--- src/rtl/flex_cnt_pkg.sv ---
// Shared types and next-count arithmetic for flex_counter_multimode.
package flex_cnt_pkg;

    typedef enum logic {
        CNT_UP   = 1'b0,
        CNT_DOWN = 1'b1
    } cnt_dir_t;

    // Arithmetic is done at a fixed width; counters up to 32 bits are supported.
    localparam int unsigned CALC_W        = 32;
    localparam int unsigned DOWN_TERMINAL = 1;

    function automatic logic [CALC_W-1:0] next_count(
        input logic [CALC_W-1:0] count,
        input logic [CALC_W-1:0] rollover,
        input cnt_dir_t          dir
    );
        logic [CALC_W-1:0] nxt;
        nxt = count;
        if (dir == CNT_UP) begin
            nxt = (count >= rollover) ? CALC_W'(1) : count + CALC_W'(1);
        end else begin
            nxt = (count <= CALC_W'(DOWN_TERMINAL)) ? rollover : count - CALC_W'(1);
        end
        return nxt;
    endfunction

    // Down from 0 is a reload, so only count==1 wraps in down mode.
    function automatic logic is_wrap(
        input logic [CALC_W-1:0] count,
        input logic [CALC_W-1:0] rollover,
        input cnt_dir_t          dir
    );
        logic w;
        if (dir == CNT_UP) begin
            w = (count >= rollover);
        end else begin
            w = (count == CALC_W'(DOWN_TERMINAL));
        end
        return w;
    endfunction

endpackage

--- src/rtl/flex_counter_multimode_prescaler.sv ---
// Enable prescaler: step_en fires on every PRESCALE_DIV-th enabled cycle.
module flex_prescaler #(
    parameter int unsigned PRESCALE_DIV = 4
) (
    input  logic clk,
    input  logic rst,
    input  logic clear,
    input  logic in_en,
    output logic step_en
);

    localparam int unsigned CNT_W = (PRESCALE_DIV > 1) ? $clog2(PRESCALE_DIV) : 1;

    logic [CNT_W-1:0] div_cnt;

    assign step_en = in_en && (div_cnt == CNT_W'(PRESCALE_DIV - 1));

    always_ff @(posedge clk or posedge rst) begin
        if (rst) begin
            div_cnt <= '0;
        end else if (clear) begin
            div_cnt <= '0;
        end else if (in_en) begin
            div_cnt <= step_en ? '0 : div_cnt + CNT_W'(1);
        end
    end

endmodule

--- src/rtl/flex_counter_multimode.sv ---
// Multimode up/down counter with load, one-shot, wrap pulse and saturating wrap tally.
// Optional enable prescaler is built when FLEX_CNT_PRESCALE_EN is defined.
module flex_counter_multimode
    import flex_cnt_pkg::*;
#(
    parameter int unsigned NUM_CNT_BITS = 9,
    parameter int unsigned WRAP_BITS    = 4,
    parameter int unsigned PRESCALE_DIV = 4
) (
    input  logic                    clk,
    input  logic                    rst,
    input  logic                    clear,
    input  logic                    load,
    input  logic [NUM_CNT_BITS-1:0] load_val,
    input  logic                    count_enable,
    input  logic                    dir,
    input  logic                    one_shot,
    input  logic [NUM_CNT_BITS-1:0] rollover_val,
    output logic [NUM_CNT_BITS-1:0] count_out,
    output logic                    rollover_flag,
    output logic                    rollover_pulse,
    output logic                    done,
    output logic [WRAP_BITS-1:0]    wrap_cnt
);

    cnt_dir_t                dir_s;
    logic                    step_en;
    logic                    done_eff;
    logic                    wrap_evt;
    logic [NUM_CNT_BITS-1:0] term;
    logic [NUM_CNT_BITS-1:0] load_clamped;
    logic [NUM_CNT_BITS-1:0] count_nxt;
    logic                    flag_nxt;
    logic                    pulse_nxt;
    logic                    done_nxt;
    logic [WRAP_BITS-1:0]    wrap_nxt;

    assign dir_s = cnt_dir_t'(dir);

`ifdef FLEX_CNT_PRESCALE_EN
    flex_prescaler #(
        .PRESCALE_DIV(PRESCALE_DIV)
    ) u_prescaler (
        .clk    (clk),
        .rst    (rst),
        .clear  (clear | load),
        .in_en  (count_enable),
        .step_en(step_en)
    );
`else
    logic [7:0] unused_prescale_div;
    assign unused_prescale_div = 8'(PRESCALE_DIV);
    assign step_en             = count_enable;
`endif

    // Dropping one_shot releases a held terminal in the same cycle.
    assign done_eff     = done & one_shot;
    assign term         = (dir_s == CNT_DOWN) ? NUM_CNT_BITS'(DOWN_TERMINAL) : rollover_val;
    assign load_clamped = (load_val < rollover_val) ? load_val : rollover_val;
    assign wrap_evt     = is_wrap(CALC_W'(count_out), CALC_W'(rollover_val), dir_s);

    always_comb begin
        count_nxt = count_out;
        flag_nxt  = rollover_flag;
        pulse_nxt = 1'b0;
        done_nxt  = done_eff;
        wrap_nxt  = wrap_cnt;
        if (clear) begin
            count_nxt = '0;
            flag_nxt  = 1'b0;
            done_nxt  = 1'b0;
            wrap_nxt  = '0;
        end else if (load) begin
            count_nxt = load_clamped;
            flag_nxt  = (rollover_val != '0) && (load_clamped == term);
            done_nxt  = 1'b0;
        end else if (step_en) begin
            if (rollover_val == '0) begin
                flag_nxt = 1'b0;
            end else if (!done_eff) begin
                count_nxt = NUM_CNT_BITS'(next_count(CALC_W'(count_out), CALC_W'(rollover_val), dir_s));
                flag_nxt  = (count_nxt == term);
                if (one_shot && (count_nxt == term)) begin
                    done_nxt = 1'b1;
                end
                if (wrap_evt) begin
                    pulse_nxt = 1'b1;
                    if (wrap_cnt != {WRAP_BITS{1'b1}}) begin
                        wrap_nxt = wrap_cnt + WRAP_BITS'(1);
                    end
                end
            end
        end
    end

    always_ff @(posedge clk or posedge rst) begin
        if (rst) begin
            count_out      <= '0;
            rollover_flag  <= 1'b0;
            rollover_pulse <= 1'b0;
            done           <= 1'b0;
            wrap_cnt       <= '0;
        end else begin
            count_out      <= count_nxt;
            rollover_flag  <= flag_nxt;
            rollover_pulse <= pulse_nxt;
            done           <= done_nxt;
            wrap_cnt       <= wrap_nxt;
        end
    end

endmodule

--- config.mk ---
export PLATFORM = sky130hd
export DESIGN_NAME = flex_counter_multimode
export DESIGN_NICKNAME = d
export VERILOG_FILES = /design/src/rtl/flex_cnt_pkg.sv /design/src/rtl/flex_counter_multimode_prescaler.sv /design/src/rtl/flex_counter_multimode.sv
export SDC_FILE = /design/constraint.sdc
export NUM_CORES = 1
export LEC_CHECK = 0
export ABC_AREA = 1
export CORE_UTILIZATION = 37
export CTS_CLUSTER_DIAMETER = 50
export DETAILED_ROUTE_END_ITERATION = 7
export PLACE_DENSITY = 0.71
export SYNTH_ARGS = -nofsm -noshare
export SYNTH_HDL_FRONTEND = slang
export SYNTH_HIERARCHICAL = 1
export SYNTH_SLANG_ARGS = --single-unit
--- constraint.sdc ---
create_clock -name clk -period 2.5 [get_ports clk]
set_clock_uncertainty 0.15 [all_clocks]
set_input_delay 0.375 -clock clk [delete_from_list [all_inputs] [get_ports clk]]
set_output_delay 0.375 -clock clk [all_outputs]
set_load 0.05 [all_outputs]
==> reports/summary.txt <==
root buf cell -> clkbuf_8
Remaining Overflow, GRT -> 0
most common cell after layout, fill and taps aside -> nand2_1
number of global-route vias before repair -> 2765
combinational fraction of design power -> 61.3%
power density over cell area -> 416 mW/mm^2
Total Power -> 1490 uW
ANT nets after route -> 0
DRC -> 0
CORE AREA -> 0.00631 sq mm
Fin. Hold Viols -> 0
Pleak -> 0.00187 uW
Max Freq -> 427 MHz
# nets final -> 540
Synth Flop Type -> dfrtp_1
DP Worst Slack -> -0.558 ns
R2R Setup Slk -> 0.18 ns
Vias -> 2991
worst path required time -> 2.56 ns
post-synth top area cell -> nand2_1
peak supply drop -> 197 uV
TritonCTS clock tree -> built
non-filler cells, final -> 570
1st-iter DRT viols -> 204
synthesized area -> 0.00240 sq mm
drt wl/cell -> 14.5 um
CP top delay family -> simple AND/OR/NAND/NOR gates
MaxCap Viol Count -> 0
Area Growth Syn to Fin -> 49.4%
Detailed Route WL -> 8270 um
Syn Nets -> 457
depth of the CTS H-tree -> 1
crit-path max FO -> 7
fraction of registers with async set/reset -> 100%
most frequent CP cell -> nand2_1
GRT Total Usage -> 24.7%
Hold Crit Class -> in -> async
setup tns final -> 0 ns
clock latency on the worst-skew pair -> 0.26 ns
Cells after DPL -> 561
clock sinks -> 16
post-synth top area share -> 18.4%
period utilization -> 93.6%
top cells by area, synth -> nand2_1 (18%), dfrtp_1 (17%), ha_1 (11%)
antenna violations before repair -> 0
ANT cells -> 0
layout cells sized above 1 -> 26.0%
hold_ws -> 0.358 ns
Seq cells post-synth -> 16
GP Congestion -> 0.942
Worst EP arrival -> 2.40 ns
DIE HEIGHT -> 82.6 um
crit-path cells -> dlygate4sd2_1 > inv_2 > buf_6 > ha_1 > nand2_1 > inv_1 > nand2_1 > nand3_2 > nand2_4 > nand2_2 > inv_4 > nand3_4 > nand2_2 > nand2_1 > nand2_1 > nand2_1 > nor2_2 > nand3_1 > nand2_1 > nand2_1 > nand2_1
critical path type -> in -> reg
die width -> 82.6 um
Post-synth EDFFs -> 0
sequential fraction of the synthesis area -> 16.6%
IO Pins -> 41
Int Power -> 791 uW
TritonRoute pass-1 iters -> 5
Crit-path slowest cell -> ha_1
Avg Cell Area, Syn -> 5.85 sq um
Net Sw Frac -> 47.1%
setup ws final -> 0.160 ns
Unique masters post-synth -> 33
clk slew on worst S/H paths -> 0.08 ns
Clk pwr share -> 17.3%
min Tclk post-route -> 2.34 ns
P_sw -> 703 uW
crit end category -> flop
status -> finished, final reports clean
global-route wire length before repair -> 12800 um
# rows -> 29
max_slew headroom -> 53.8%
Initial Util -> 38.1%
die area -> 0.00683 sq mm
Final setup viols -> 0
worst slew pin tran -> 0.692 ns
count of input and output buffers -> 40
Vias/cell -> 5.25
most frequent cells in the layout -> nand2_1 (110), inv_1 (47), nand3_1 (42)
worst path bufs/invs -> 5
largest net degree at the start of global routing -> 18
post-cts hold buffer count -> 0
slowest stage delay, CP -> 0.28 ns
clk buf depth -> 2
Post-DP HPWL -> 6310 um
total number of yosys warnings -> 6
Mapped Cells -> 411
CTS buffer count -> 3
crit path launch type -> input pin
Final Max Slew Viols -> 0
Flop pwr share -> 21.4%
what timing repair did:
action	4_1_cts	5_1_grt
gates resized for setup	40	52
endpoints found under the setup margin	10	12
pin swaps	12	26
buffers inserted	2	2
gates cloned	0	1
cell families after synthesis:
group / after synthesis / synth area share [%]
AOI/OAI and AO/OA: 51 / 11.2
DFF: 16 / 16.6
xor gates and xnor gates: 6 / 2.19
and+or+nand+nor: 250 / 47.1
buffers and inverters: 67 / 12.0
adders and majority gates: 21 / 10.9
layer usage:
| layer | GRT usage (%) | wire length [um] | up-vias | share of wire, % |
|---|---|---|---|---|
| met2 | 41.3 | 3820 | 105 | 46 |
| li1 | - | - | 1499 | - |
| met1 | 31.9 | 3690 | 1356 | 45 |
| met5 | 0 | 0 | - | 0 |
| met4 | 12.2 | 352 | 0 | 4.3 |
| met3 | 1.87 | 411 | 31 | 5.0 |
cell usage after synthesis (4+ instances only):
cell,n
nand2_2,7
nand4_1,8
nand2_1,118
nand3_1,51
ha_1,21
o21ai_0,32
nor2_2,6
a21oi_1,12
nor2_1,45
dfrtp_1,16
buf_6,4
inv_1,55
xor2_1,6
worst paths after layout:
kind                                 start            end  cells past startpoint
max                        rollover_val[3]  rollover_flag                     21
min                                    rst    wrap_cnt[2]                      2
max reg2reg                   count_out[6]  rollover_flag                     16
min reg2reg                  rollover_flag  rollover_flag                      2
max in group asynchronous              rst   count_out[2]                      2
min in group clk             rollover_flag  rollover_flag                      2
registers in the layout, summed over array words and instances, names as in the netlist:
name,flops
count_out,9
done,1
wrap_cnt,4
rollover_pulse,1
rollover_flag,1
through the flow:
stage,area (sq um),utilization (%)
finish,3590,56.9
global route,3590,56.9
CTS,3390,53.7
detailed placement,3170,50.3
global placement,3170,50.3
floorplan,2410,-
power by group through the flow:
stage | clock network [uW] | logic, uW | registers (uW)
floorplan | 0 | 451 | 378
detailed placement | 0 | 784 | 317
global route | 270 | 1010 | 324
finish | 259 | 916 | 320
CTS | 257 | 836 | 317
global placement | 0 | 774 | 317
final cells by class:
type                    instances  area [sq um]
clock buffers                   4          55.1
fillers                       609          2720
inverters                      58           223
multi-input cells             329          1990
flip-flops and latches         16           405
well taps                      77          96.3
repair buffers                 86           822
(Power assumes the default switching activity.)
